`src/rtl/spi_shifter.sv`:
```
// SPI master bit engine: generates SCLK/MOSI, samples MISO and raises SPIF on completion.
// Optional SPI_SHIFTER_MISO_SYNC_EN inserts a two-flop MISO synchronizer (tick period must be >= 4 cycles).
`timescale 1ns/1ps

module spi_shifter #(
    parameter int DATA_W = 8
) (
    input  logic              clk_i,
    input  logic              rst_i,
    input  logic              ena_i,
    input  logic              start_i,
    input  logic [DATA_W-1:0] tx_i,
    output logic [DATA_W-1:0] rx_o,
    output logic              busy_o,
    output logic              irq_o,
    input  logic              ack_i,
    input  logic              cpol_i,
    input  logic              dord_i,
    input  logic              cpha_i,
    output logic              sclk_o,
    input  logic              miso_i,
    output logic              mosi_en_o,
    output logic              mosi_o
);

    localparam int CNT_W = $clog2(2 * DATA_W);
    localparam logic [CNT_W-1:0] LAST_EDGE = CNT_W'(2 * DATA_W - 1);

    typedef enum logic {
        IDLE = 1'b0,
        XFER = 1'b1
    } state_t;

    state_t              state_reg, state_next;
    logic [CNT_W-1:0]    cnt_reg, cnt_next;
    logic [DATA_W-1:0]   tx_sh_reg, tx_sh_next;
    logic [DATA_W-1:0]   rx_sh_reg, rx_sh_next;
    logic [DATA_W-1:0]   rx_reg, rx_next;
    logic                irq_reg, irq_next;
    logic                sclk_reg, sclk_next;
    logic                cpol_m_reg, cpol_m_next;
    logic                cpha_m_reg, cpha_m_next;
    logic                dord_m_reg, dord_m_next;

    logic                miso_smp;
    logic [DATA_W-1:0]   tx_left, tx_right;
    logic [DATA_W-1:0]   rx_left, rx_right;

`ifdef SPI_SHIFTER_MISO_SYNC_EN
    logic miso_s1_reg, miso_s2_reg;

    always_ff @(posedge clk_i) begin
        if (rst_i) begin
            miso_s1_reg <= 1'b0;
            miso_s2_reg <= 1'b0;
        end else begin
            miso_s1_reg <= miso_i;
            miso_s2_reg <= miso_s1_reg;
        end
    end

    assign miso_smp = miso_s2_reg;
`else
    assign miso_smp = miso_i;
`endif

    // Both shift directions are built up front; the latched bit order picks one.
    genvar gi;
    generate
        for (gi = 0; gi < DATA_W; gi++) begin : g_shift
            if (gi == 0) begin : g_lsb
                assign tx_left[gi] = 1'b0;
                assign rx_left[gi] = miso_smp;
            end else begin : g_lsb_n
                assign tx_left[gi] = tx_sh_reg[gi-1];
                assign rx_left[gi] = rx_sh_reg[gi-1];
            end
            if (gi == DATA_W - 1) begin : g_msb
                assign tx_right[gi] = 1'b0;
                assign rx_right[gi] = miso_smp;
            end else begin : g_msb_n
                assign tx_right[gi] = tx_sh_reg[gi+1];
                assign rx_right[gi] = rx_sh_reg[gi+1];
            end
        end
    endgenerate

    always_ff @(posedge clk_i) begin
        if (rst_i) begin
            state_reg  <= IDLE;
            cnt_reg    <= '0;
            tx_sh_reg  <= '0;
            rx_sh_reg  <= '0;
            rx_reg     <= '0;
            irq_reg    <= 1'b0;
            sclk_reg   <= 1'b0;
            cpol_m_reg <= 1'b0;
            cpha_m_reg <= 1'b0;
            dord_m_reg <= 1'b0;
        end else begin
            state_reg  <= state_next;
            cnt_reg    <= cnt_next;
            tx_sh_reg  <= tx_sh_next;
            rx_sh_reg  <= rx_sh_next;
            rx_reg     <= rx_next;
            irq_reg    <= irq_next;
            sclk_reg   <= sclk_next;
            cpol_m_reg <= cpol_m_next;
            cpha_m_reg <= cpha_m_next;
            dord_m_reg <= dord_m_next;
        end
    end

    always_comb begin
        state_next  = state_reg;
        cnt_next    = cnt_reg;
        tx_sh_next  = tx_sh_reg;
        rx_sh_next  = rx_sh_reg;
        rx_next     = rx_reg;
        sclk_next   = sclk_reg;
        cpol_m_next = cpol_m_reg;
        cpha_m_next = cpha_m_reg;
        dord_m_next = dord_m_reg;
        // Acknowledge first so a completion in the same cycle overrides it.
        irq_next    = irq_reg & ~ack_i;

        case (state_reg)
            IDLE: begin
                sclk_next = cpol_i;
                if (start_i) begin
                    state_next  = XFER;
                    cnt_next    = '0;
                    tx_sh_next  = tx_i;
                    rx_sh_next  = '0;
                    cpol_m_next = cpol_i;
                    cpha_m_next = cpha_i;
                    dord_m_next = dord_i;
                end
            end
            XFER: begin
                if (ena_i) begin
                    sclk_next = ~sclk_reg;
                    cnt_next  = cnt_reg + CNT_W'(1);
                    // cnt_reg[0]==0 marks a leading edge; sampling happens on the edge matching CPHA.
                    if (cnt_reg[0] == cpha_m_reg) begin
                        rx_sh_next = dord_m_reg ? rx_right : rx_left;
                    end else if (cpha_m_reg ? (cnt_reg != '0) : (cnt_reg != LAST_EDGE)) begin
                        tx_sh_next = dord_m_reg ? tx_right : tx_left;
                    end
                    if (cnt_reg == LAST_EDGE) begin
                        state_next = IDLE;
                        cnt_next   = '0;
                        sclk_next  = cpol_m_reg;
                        rx_next    = rx_sh_next;
                        irq_next   = 1'b1;
                    end
                end
            end
            default: begin
                state_next = IDLE;
            end
        endcase
    end

    assign rx_o      = rx_reg;
    assign busy_o    = (state_reg == XFER);
    assign mosi_en_o = (state_reg == XFER);
    assign irq_o     = irq_reg;
    assign sclk_o    = sclk_reg;
    assign mosi_o    = dord_m_reg ? tx_sh_reg[0] : tx_sh_reg[DATA_W-1];

endmodule

```
`config.mk`:
```
export PLATFORM = sky130hd
export DESIGN_NAME = spi_shifter
export DESIGN_NICKNAME = d
export VERILOG_FILES = /design/src/rtl/spi_shifter.sv
export SDC_FILE = /design/constraint.sdc
export NUM_CORES = 1
export LEC_CHECK = 0
export CORE_MARGIN = 4
export CORE_UTILIZATION = 40
export CTS_CLUSTER_DIAMETER = 30
export CTS_CLUSTER_SIZE = 12
export DETAILED_ROUTE_END_ITERATION = 10
export DONT_BUFFER_PORTS = 1
export GPL_TIMING_DRIVEN = 0
export PLACE_DENSITY = 0.51
export SETUP_SLACK_MARGIN = 0.4
export SKIP_CTS_REPAIR_TIMING = 1
export SYNTH_ARGS = -nofsm -noshare
export SYNTH_HDL_FRONTEND = slang
export SYNTH_SLANG_ARGS = --single-unit
```
`constraint.sdc`:
```
create_clock -name clk_i -period 1.8 [get_ports clk_i]
set_input_delay 0.36 -clock clk_i [delete_from_list [all_inputs] [get_ports clk_i]]
set_output_delay 0.36 -clock clk_i [all_outputs]
set_load 0.03 [all_outputs]
```
==> results.ini, run 1 <==
[grt]
grt_pass1_wl_mm = 6.665
grt_max_degree = 12
globalRouteMet3Util_pct = 4.673
antenna_found_initial = 0
grt_usage_pct = 15.88
grt-ovfl-total = 0
grt_use_met2_pct = 24.66
grt.met1_usage_pct = 21.04
busiest_layer = met2
grt_pass1_vias = 1371

[cts]
cts_buffer_depth = 2
cts_inserted_buffers = 5
cts_num_sinks = 34
path_clk_slew_ps = 70
cts_tree = built
clk_latency_ps = 290
root_buffer = clkbuf_8
htree_num_levels = 2

[die]
fp.dieH_um = 74.86
die-width_um = 74.86
num_rows = 24
initial_core_util_pct = 41.06
die_area_um2 = 5603
core_um2 = 4354
io_pins = 30

[flow_run]
drv_cap = 0

[sta]
grt_setup_unrepaired = yes
drv_slew = 0
min_period_ps = 1593
worst_slew_pin_slew_ps = 574.1
finalSetupViolations = 0
slew_headroom_pct = 61.73
hold_viol = 0
fmax_mhz = 627.9
period_share_pct = 88.48
setup_tns_ps = 0
hold-worst-slack_ps = 177.8
fin_skew_ps = 4.997

[setup_path]
startpoint_type = flop
crit_chain = buf_6 > buf_12 > mux2_4
worstPathMaxFanout = 10
slowest_delay_ps = 350
setup.worst_path.start = dord_m_reg
crit_slowest_cell = mux2_4
crit_type = reg2out
cp-end-kind = output pin
regToRegStartpoint = cnt_reg[0]
worstPathRequired_ps = 1440
crit_arrival_ps = 1230

[logic_synthesis]
yosys-top-cells-area = dfxtp_1, mux2i_1, a21oi_1, nor2_1, o21ai_0
synth_commonest_cells = dfxtp_1, nor2_1, a21oi_1, nand2_1
syn-cell-area_um2 = 1788
synthArstFlopShare_pct = 0
synth.distinct_cells = 39
syn_inst = 215
ys_seq_area_share_pct = 38.07
syn_area_per_cell_um2 = 8.316
yosysWarnings = 0
synth.net_count = 234
synth_top_area_share_pct = 38.07
synth_seq_cells = 34
synth_most_common_cell = dfxtp_1
yosysTopAreaCell = dfxtp_1
synth_edf_count = 0
yosys_most_used_dff = dfxtp_1

[place]
gp_congestion = 0.8251
numPortBuffers = 0
dpl.hpwl_mm = 2.979

[power]
clockPowerShare_pct = 35.8
power_switching_share_pct = 28.26
max-vdd-ir-drop_v = 0.0003511
p_sw_uw = 477.8
pwr-share-comb_pct = 16.7
leakage_uw = 0.0007885
power_density_nw_per_um2 = 771.1
intPower_uw = 1213
p_seq_share_pct = 47.5

[route]
vias = 1568
wl_per_cell_um = 15.61
dr.pass1.iters = 4
wirelength_mm = 4.527
ant_nets = 0
viasPerCell = 5.407
drt_iter0_drc = 124
drc_errors = 0

[layout]
drive_above_1_share_pct = 26.89
n_antenna_cell = 0
area_delta_synth_final_pct = 22.60
fin_nets = 256

[hold_path]
worst_hold_path_type = in2reg
hold_path.startpoint = start_i

[run_status]
status = completed

[cell families after synthesis]
family / after synthesis / share of synthesized area (%)
muxes: 19 / 10.71
AOI/OAI and AO/OA: 60 / 20.30
xor gates and xnor gates: 1 / 0.9100
buffers and inverters: 17 / 5.878
adders and majority gates: 2 / 1.399
DFF: 34 / 38.07
and+or+nand+nor: 82 / 22.74
[per-stage QoR]
step	instance area [µm²]	setup WS (ps)	total power, µW	util, %	cells
after detailed placement	1887	201.5	1045	43.33	267
after CTS	1982	11.76	1648	45.52	275
after floorplan	1822	352.2	996.2	-	215
after global routing	2192	168.1	1767	50.34	290
after global placement	1887	239.5	1042	43.33	267
final	2192	207.4	1690	50.34	290
[critical path: cells and delay by family, from the launching register on]
family,cells,cell delay (ps)
multiplexers,1,350
flip-flops,1,340
buffers and inverters,2,240
[power by group through the flow]
stage	clock network (µW)	logic, µW	registers, µW
after floorplan	0	181	816
after global placement	0	222	820
after detailed placement	0	223	821
after CTS	619	225	804
after global routing	655	305	807
final	605	282	804
[worst paths after layout]
path	to	slack, ps	cells past startpoint
hold reg to reg	rx_sh_reg[0]	470	2
setup reg to reg	tx_sh_reg[4]	220	7
setup / recovery	mosi_o	210	3
hold / removal	busy_o	180	1
[cell usage in the layout (no fill, tap or decap), types with 4 or more instances in the layout]
cell      count
a21oi_1      24
and2_2        6
buf_4        15
buf_6         5
clkbuf_8      6
dfxtp_1      31
mux2i_1      18
nand2_1      20
nand3_1       7
nor2_1       28
nor2b_1       4
o21ai_0      13
o21ai_1       8
[layer usage]
metal / part of all wire, % / wire length (µm)
met1: 47 / 2130
met2: 46 / 2064
met3: 5.9 / 269
met4: 1.4 / 62
met5: 0 / 0
[cell type report]
cell class	count	area [µm²]
fillers	426	2162
clock inverters	2	12.51
multi-input cells	165	1067
well taps	52	65.06
repair buffers	14	133.9
plain buffers	15	133.9
inverters	2	7.507
flip-flops and latches	34	689.4
clock buffers	6	82.58
Note: power is estimated with default switching activity, not from simulation.
==> run 2: changes to the inputs <==
--- a/config.mk
+++ b/config.mk
@@ -6,13 +6,13 @@
 export NUM_CORES = 1
 export LEC_CHECK = 0
 export CORE_MARGIN = 4
-export CORE_UTILIZATION = 40
+export CORE_UTILIZATION = 50
 export CTS_CLUSTER_DIAMETER = 30
 export CTS_CLUSTER_SIZE = 12
 export DETAILED_ROUTE_END_ITERATION = 10
 export DONT_BUFFER_PORTS = 1
 export GPL_TIMING_DRIVEN = 0
-export PLACE_DENSITY = 0.51
+export PLACE_DENSITY = 0.62
 export SETUP_SLACK_MARGIN = 0.4
 export SKIP_CTS_REPAIR_TIMING = 1
 export SYNTH_ARGS = -nofsm -noshare
==> constraint.sdc (replaced) <==
create_clock -name clk_i -period 2 [get_ports clk_i]
set_input_delay 0.4 -clock clk_i [delete_from_list [all_inputs] [get_ports clk_i]]
set_output_delay 0.4 -clock clk_i [all_outputs]
set_load 0.03 [all_outputs]
==> run 2 against run 1 <==
Effect of this change:
- design area decreased by 1.3%
- clock skew barely moved
- die area is 18% lower
- total power is 17% lower
- wire length fell by 1.6%
- count of clock-buffer cells in the layout stayed put
- highest routed layer unchanged
- sequential power fell by 10%
==> results.ini, run 2 (same netlist as run 1, synthesis figures left out) <==
[sta]
hold_viol = 0  ; unchanged
setup_tns_ps = 0  ; unchanged
slew_headroom_pct = 61.49  ; -0.24 points
finalSetupViolations = 0  ; unchanged
fin_skew_ps = 4.571  ; -0.4254 ps
min_period_ps = 1664
fmax_mhz = 600.8
drv_slew = 0  ; unchanged
grt_setup_unrepaired = yes
worst_slew_pin_slew_ps = 577.7  ; +3.566 ps
period_share_pct = 83.22

[route]
vias = 1588  ; +1.3%
viasPerCell = 5.552  ; +2.7%
dr.pass1.iters = 5  ; +1
drc_errors = 0  ; unchanged
ant_nets = 0  ; unchanged
drt_iter0_drc = 64  ; -48%
wl_per_cell_um = 15.58  ; -0.21%
wirelength_mm = 4.455  ; -1.6%

[setup_path]
startpoint_type = flop
crit_arrival_ps = 1260  ; +30 ps
worstPathRequired_ps = 1600  ; +160 ps
crit_family = multiplexers
crit_slowest_cell = mux2_4
crit_chain = buf_6 > buf_12 > mux2_4
slowest_delay_ps = 350  ; about the same
crit_type = reg2out
worstPathMaxFanout = 4  ; -6
cp-end-kind = output pin
worst-path-buf-inv = 2  ; unchanged

[place]
gp_congestion = 0.7940  ; -3.8%
dp_cells = 261  ; -2.2%
numPortBuffers = 0  ; unchanged
placed_cell_area_um2 = 1846  ; -2.2%
dpl.hpwl_mm = 2.898  ; -2.7%

[grt]
grt_max_degree = 12  ; unchanged
grt-ovfl-total = 0  ; unchanged
antenna_found_initial = 0  ; unchanged
grt_pass1_vias = 1464  ; +6.8%
grt_usage_pct = 20.01  ; +4.1 points
grt_pass1_wl_mm = 6.775  ; +1.7%

[power]
leakage_uw = 0.0007852  ; -0.42%
p_sw_uw = 422.6  ; -12%
p_seq_share_pct = 51.6  ; +4.1 points
power_switching_share_pct = 30.12  ; +1.9 points
intPower_uw = 980.6  ; -19%
total_power_uw = 1403  ; -17%
power_density_nw_per_um2 = 648.2  ; -16%
max-vdd-ir-drop_v = 0.0004714  ; +34%
pwr-share-comb_pct = 18.2  ; +1.5 points
clockPowerShare_pct = 30.2  ; -5.6 points

[die]
io_pins = 30  ; unchanged
core_um2 = 3390  ; -22%
fp.dieH_um = 67.80  ; -9.4%
die-width_um = 67.80  ; -9.4%
num_rows = 21  ; -13%
initial_core_util_pct = 52.75  ; +12 points
die_area_um2 = 4597  ; -18%

[layout]
drive_above_1_share_pct = 29.58  ; +2.7 points
final_cell_mix = dfxtp_1, nor2_1, nand2_1, a21oi_1, mux2i_1
ff_latch_area_um2 = 690.7  ; +0.18%
area_delta_synth_final_pct = 21.06
final_cells = 286  ; -1.4%
final_area_um2 = 2165  ; -1.3%
multiInputGateArea_um2 = 1082  ; +1.4%
fin_nets = 258  ; +0.78%
final_common_cell = dfxtp_1
final_core_util_pct = 63.86  ; +14 points
fillers = 314  ; -26%
n_antenna_cell = 0  ; unchanged

[cts]
cts_inserted_buffers = 5  ; unchanged
cts_tree = built
path_clk_slew_ps = 110  ; +40 ps
root_buffer = clkbuf_4
cts_buffer_depth = 2  ; unchanged
htree_num_levels = 2  ; unchanged
clk_latency_ps = 350  ; +60 ps
cts_num_sinks = 34  ; unchanged

[flow_run]
drv_cap = 0  ; unchanged

[run_status]
status = completed

[hold_path]
worst_hold_path_type = in2reg

-- run 2: cell types whose count changed in the layout (fill, tap and decap cells not counted), moves of 3 or more --
cell | before | now
clkbuf_8 | 6 | 1
a21oi_1 | 24 | 20
a21oi_2 | 3 | 7
clkbuf_4 | 1 | 5
buf_6 | 5 | 8
nand3_1 | 7 | 4
nand3_2 | 0 | 3
-- run 2: worst paths after layout --
check | start | to | slack [ps] | cells after the start
setup reg to reg | cnt_reg[0] | tx_sh_reg[4] | 380 | 7
hold / removal | start_i | busy_o | 160 | 1
setup / recovery | dord_m_reg | mosi_o | 340 | 3
hold reg to reg | rx_sh_reg[0] | rx_sh_reg[0] | 480 | 2
-- run 2: final cells by class --
cell class / count / area share (%)
buffer: 15 / 5.549
timing repair buffer: 17 / 6.590
clock buffer: 6 / 2.370
multi-input combinational: 164 / 50.00
inverter: 2 / 0.3468
tap: 46 / 2.659
clock inverter: 2 / 0.5780
sequential: 34 / 31.91
-- run 2: worst register-to-register path: stages (launching register included) --
cell	delay (ps)
dfxtp_4	390
ha_4	160
and3_4	170
buf_6	120
o221ai_4	340
buf_6	170
nand3_2	70
a21oi_2	130
-- run 2: power by group through the flow --
stage	Clock, µW	Sequential [µW]	Combinational [µW]
CTS	433	723	198
global placement	0	738	191
floorplan	0	734	159
global route	463	728	277
finish	424	724	255
detailed placement	0	739	197
-- run 2: per-stage QoR --
stage | worst slack (ps) | hold WS (ps)
detailed placement | 189.4 | 461.9
finish | 335.6 | 159.2
global route | 303.1 | 155.1
CTS | -43.84 | 156.9
global placement | 234.3 | 455.3
floorplan | 412.7 | 439.6
-- run 2: layer usage --
layer / part of all wire [%] / track usage, % / vias to the layer above / wire length [µm]
met4: 1.8 / 7.444 / 0 / 80
li1: - / - / 790 / -
met2: 51 / 36.45 / 38 / 2289
met5: 0 / 0 / - / 0
met1: 42 / 21.70 / 749 / 1860
met3: 5.0 / 5.824 / 11 / 224
==> run 3: changes to the inputs <==
==> constraint.sdc (replaced) <==
create_clock -name clk_i -period 1.65 [get_ports clk_i]
set_input_delay 0.33 -clock clk_i [delete_from_list [all_inputs] [get_ports clk_i]]
set_output_delay 0.33 -clock clk_i [all_outputs]
set_load 0.03 [all_outputs]
==> run 3 against run 2 <==
Effect of this change:
- via count rose by 4.8%
- sequential cell count did not move
- utilization rose by 5.9 points
- global-route usage rose by 0.36 points
- hold slack got worse by 71 ps
- clock power rose by 31%
- total power rose by 28%
- die area did not move
==> results.ini, run 3 (same netlist as run 1, synthesis figures left out) <==
[setup_path]
slowest_delay_ps = 340  ; about the same
worstPathRequired_ps = 1320  ; -280 ps
cp-end-kind = output pin
crit_type = reg2out
startpoint_type = flop
crit_chain = buf_8 > buf_12 > mux2_4
crit_slowest_cell = dfxtp_2
crit_family = flip-flops
crit_arrival_ps = 1270  ; about the same
reg2reg_slack_ps = 60  ; -320 ps
worst-path-buf-inv = 2  ; unchanged
worstPathMaxFanout = 6  ; +2

[layout]
ff_latch_area_um2 = 696.9  ; +0.91%
final_cell_mix = nor2_1, dfxtp_1, a21oi_1
multiInputGateArea_um2 = 1141  ; +5.4%
area_delta_synth_final_pct = 32.26
fillers = 266  ; -15%
drive_above_1_share_pct = 37.35  ; +7.8 points
n_antenna_cell = 0  ; unchanged
fin_nets = 267  ; +3.5%
final_common_cell = nor2_1

[route]
drt_iter0_drc = 108  ; +69%
ant_nets = 0  ; unchanged
drc_errors = 0  ; unchanged
wirelength_mm = 4.811  ; +8.0%
viasPerCell = 5.641  ; +1.6%
vias = 1664  ; +4.8%
dr.pass1.iters = 4  ; -1
wl_per_cell_um = 16.31  ; +4.7%

[place]
place_ws_ps = 77.71  ; -111.7 ps
dpl.hpwl_mm = 2.911  ; +0.43%
gp_congestion = 0.8594  ; +8.2%
numPortBuffers = 0  ; unchanged

[cts]
path_clk_slew_ps = 120  ; about the same
htree_num_levels = 2  ; unchanged
cts_buffer_depth = 2  ; unchanged
cts_inserted_buffers = 5  ; unchanged
root_buffer = clkbuf_4
cts_tree = built
clk_latency_ps = 350  ; about the same
cts_num_sinks = 34  ; unchanged

[die]
die_area_um2 = 4597  ; unchanged
fp.dieH_um = 67.80  ; unchanged
core_um2 = 3390  ; unchanged
num_rows = 21  ; unchanged
io_pins = 30  ; unchanged
initial_core_util_pct = 52.75  ; unchanged
die-width_um = 67.80  ; unchanged

[sta]
worst_slew_pin_slew_ps = 571.1  ; -6.607 ps
fin_skew_ps = 10.46  ; +5.887 ps
hold_viol = 0  ; unchanged
grt_setup_unrepaired = yes
min_period_ps = 1596
period_share_pct = 96.75
fmax_mhz = 626.4
finalSetupViolations = 0  ; unchanged
slew_headroom_pct = 61.93  ; +0.44 points
drv_slew = 0  ; unchanged
worst_slack_ps = 53.63  ; -282.0 ps
hold-worst-slack_ps = 88.25  ; -70.91 ps

[grt]
grt_usage_pct = 20.37  ; +0.36 points
grt_max_degree = 12  ; unchanged
grt_pass1_wl_mm = 6.865  ; +1.3%
grt-ovfl-total = 0  ; unchanged
antenna_found_initial = 0  ; unchanged
grt_pass1_vias = 1451  ; -0.89%

[power]
power_density_nw_per_um2 = 757.2  ; +17%
max-vdd-ir-drop_v = 0.0004673  ; -0.87%
leakage_uw = 0.0008971  ; +14%

[run_status]
status = completed

[hold_path]
worst_hold_path_type = in2reg

[flow_run]
drv_cap = 0  ; unchanged

run 3: worst paths after layout:
| kind | from | endpoint | depth (start not counted) |
|---|---|---|---|
| setup / recovery | dord_m_reg | mosi_o | 3 |
| hold / removal | start_i | busy_o | 1 |
| setup reg to reg | cnt_reg[0] | tx_sh_reg[7] | 6 |
| hold reg to reg | rx_sh_reg[0] | rx_sh_reg[0] | 2 |
run 3: worst register-to-register path, stage by stage (launching register included):
cell and delay (ps):
dfxtp_4 380, ha_4 170, and3_4 180, buf_8 130, o221ai_4 280, a21oi_2 90
a311oi_1 270
run 3: through the flow:
step,area [µm²],total power (µW),setup TNS [ps],util (%),cells
final,2365,1791,0,69.77,295
after global routing,2365,1871,-15.85,69.77,295
after floorplan,1849,1096,0,-,215
after detailed placement,1907,1148,0,56.26,261
after global placement,1907,1142,0,56.26,261
after CTS,1979,1695,-60.98,58.40,269
run 3: layout make-up:
cell class | instances | area share [%]
multi-input cells | 165 | 48.25
flip-flops and latches | 34 | 29.47
repair buffers | 25 | 10.16
plain buffers | 15 | 6.296
clock buffers | 6 | 2.646
well taps | 46 | 2.434
clock inverters | 2 | 0.4233
inverters | 2 | 0.3175
run 3: per-layer routing:
metal  up-vias  wire, µm  GRT usage [%]
met4         0        55          6.948
met5         -         0              0
met3         7       307          6.988
li1        822         -              -
met2        56      2224          30.74
met1       779      2224          27.03
run 3: power breakdown:
part / internal [µW] / leakage [µW] / switching (µW)
logic: 171 / 0.000573 / 185
clock network: 253 / 0.0000431 / 303
registers: 847 / 0.000281 / 31.5
total: 1270 / 0.000897 / 520
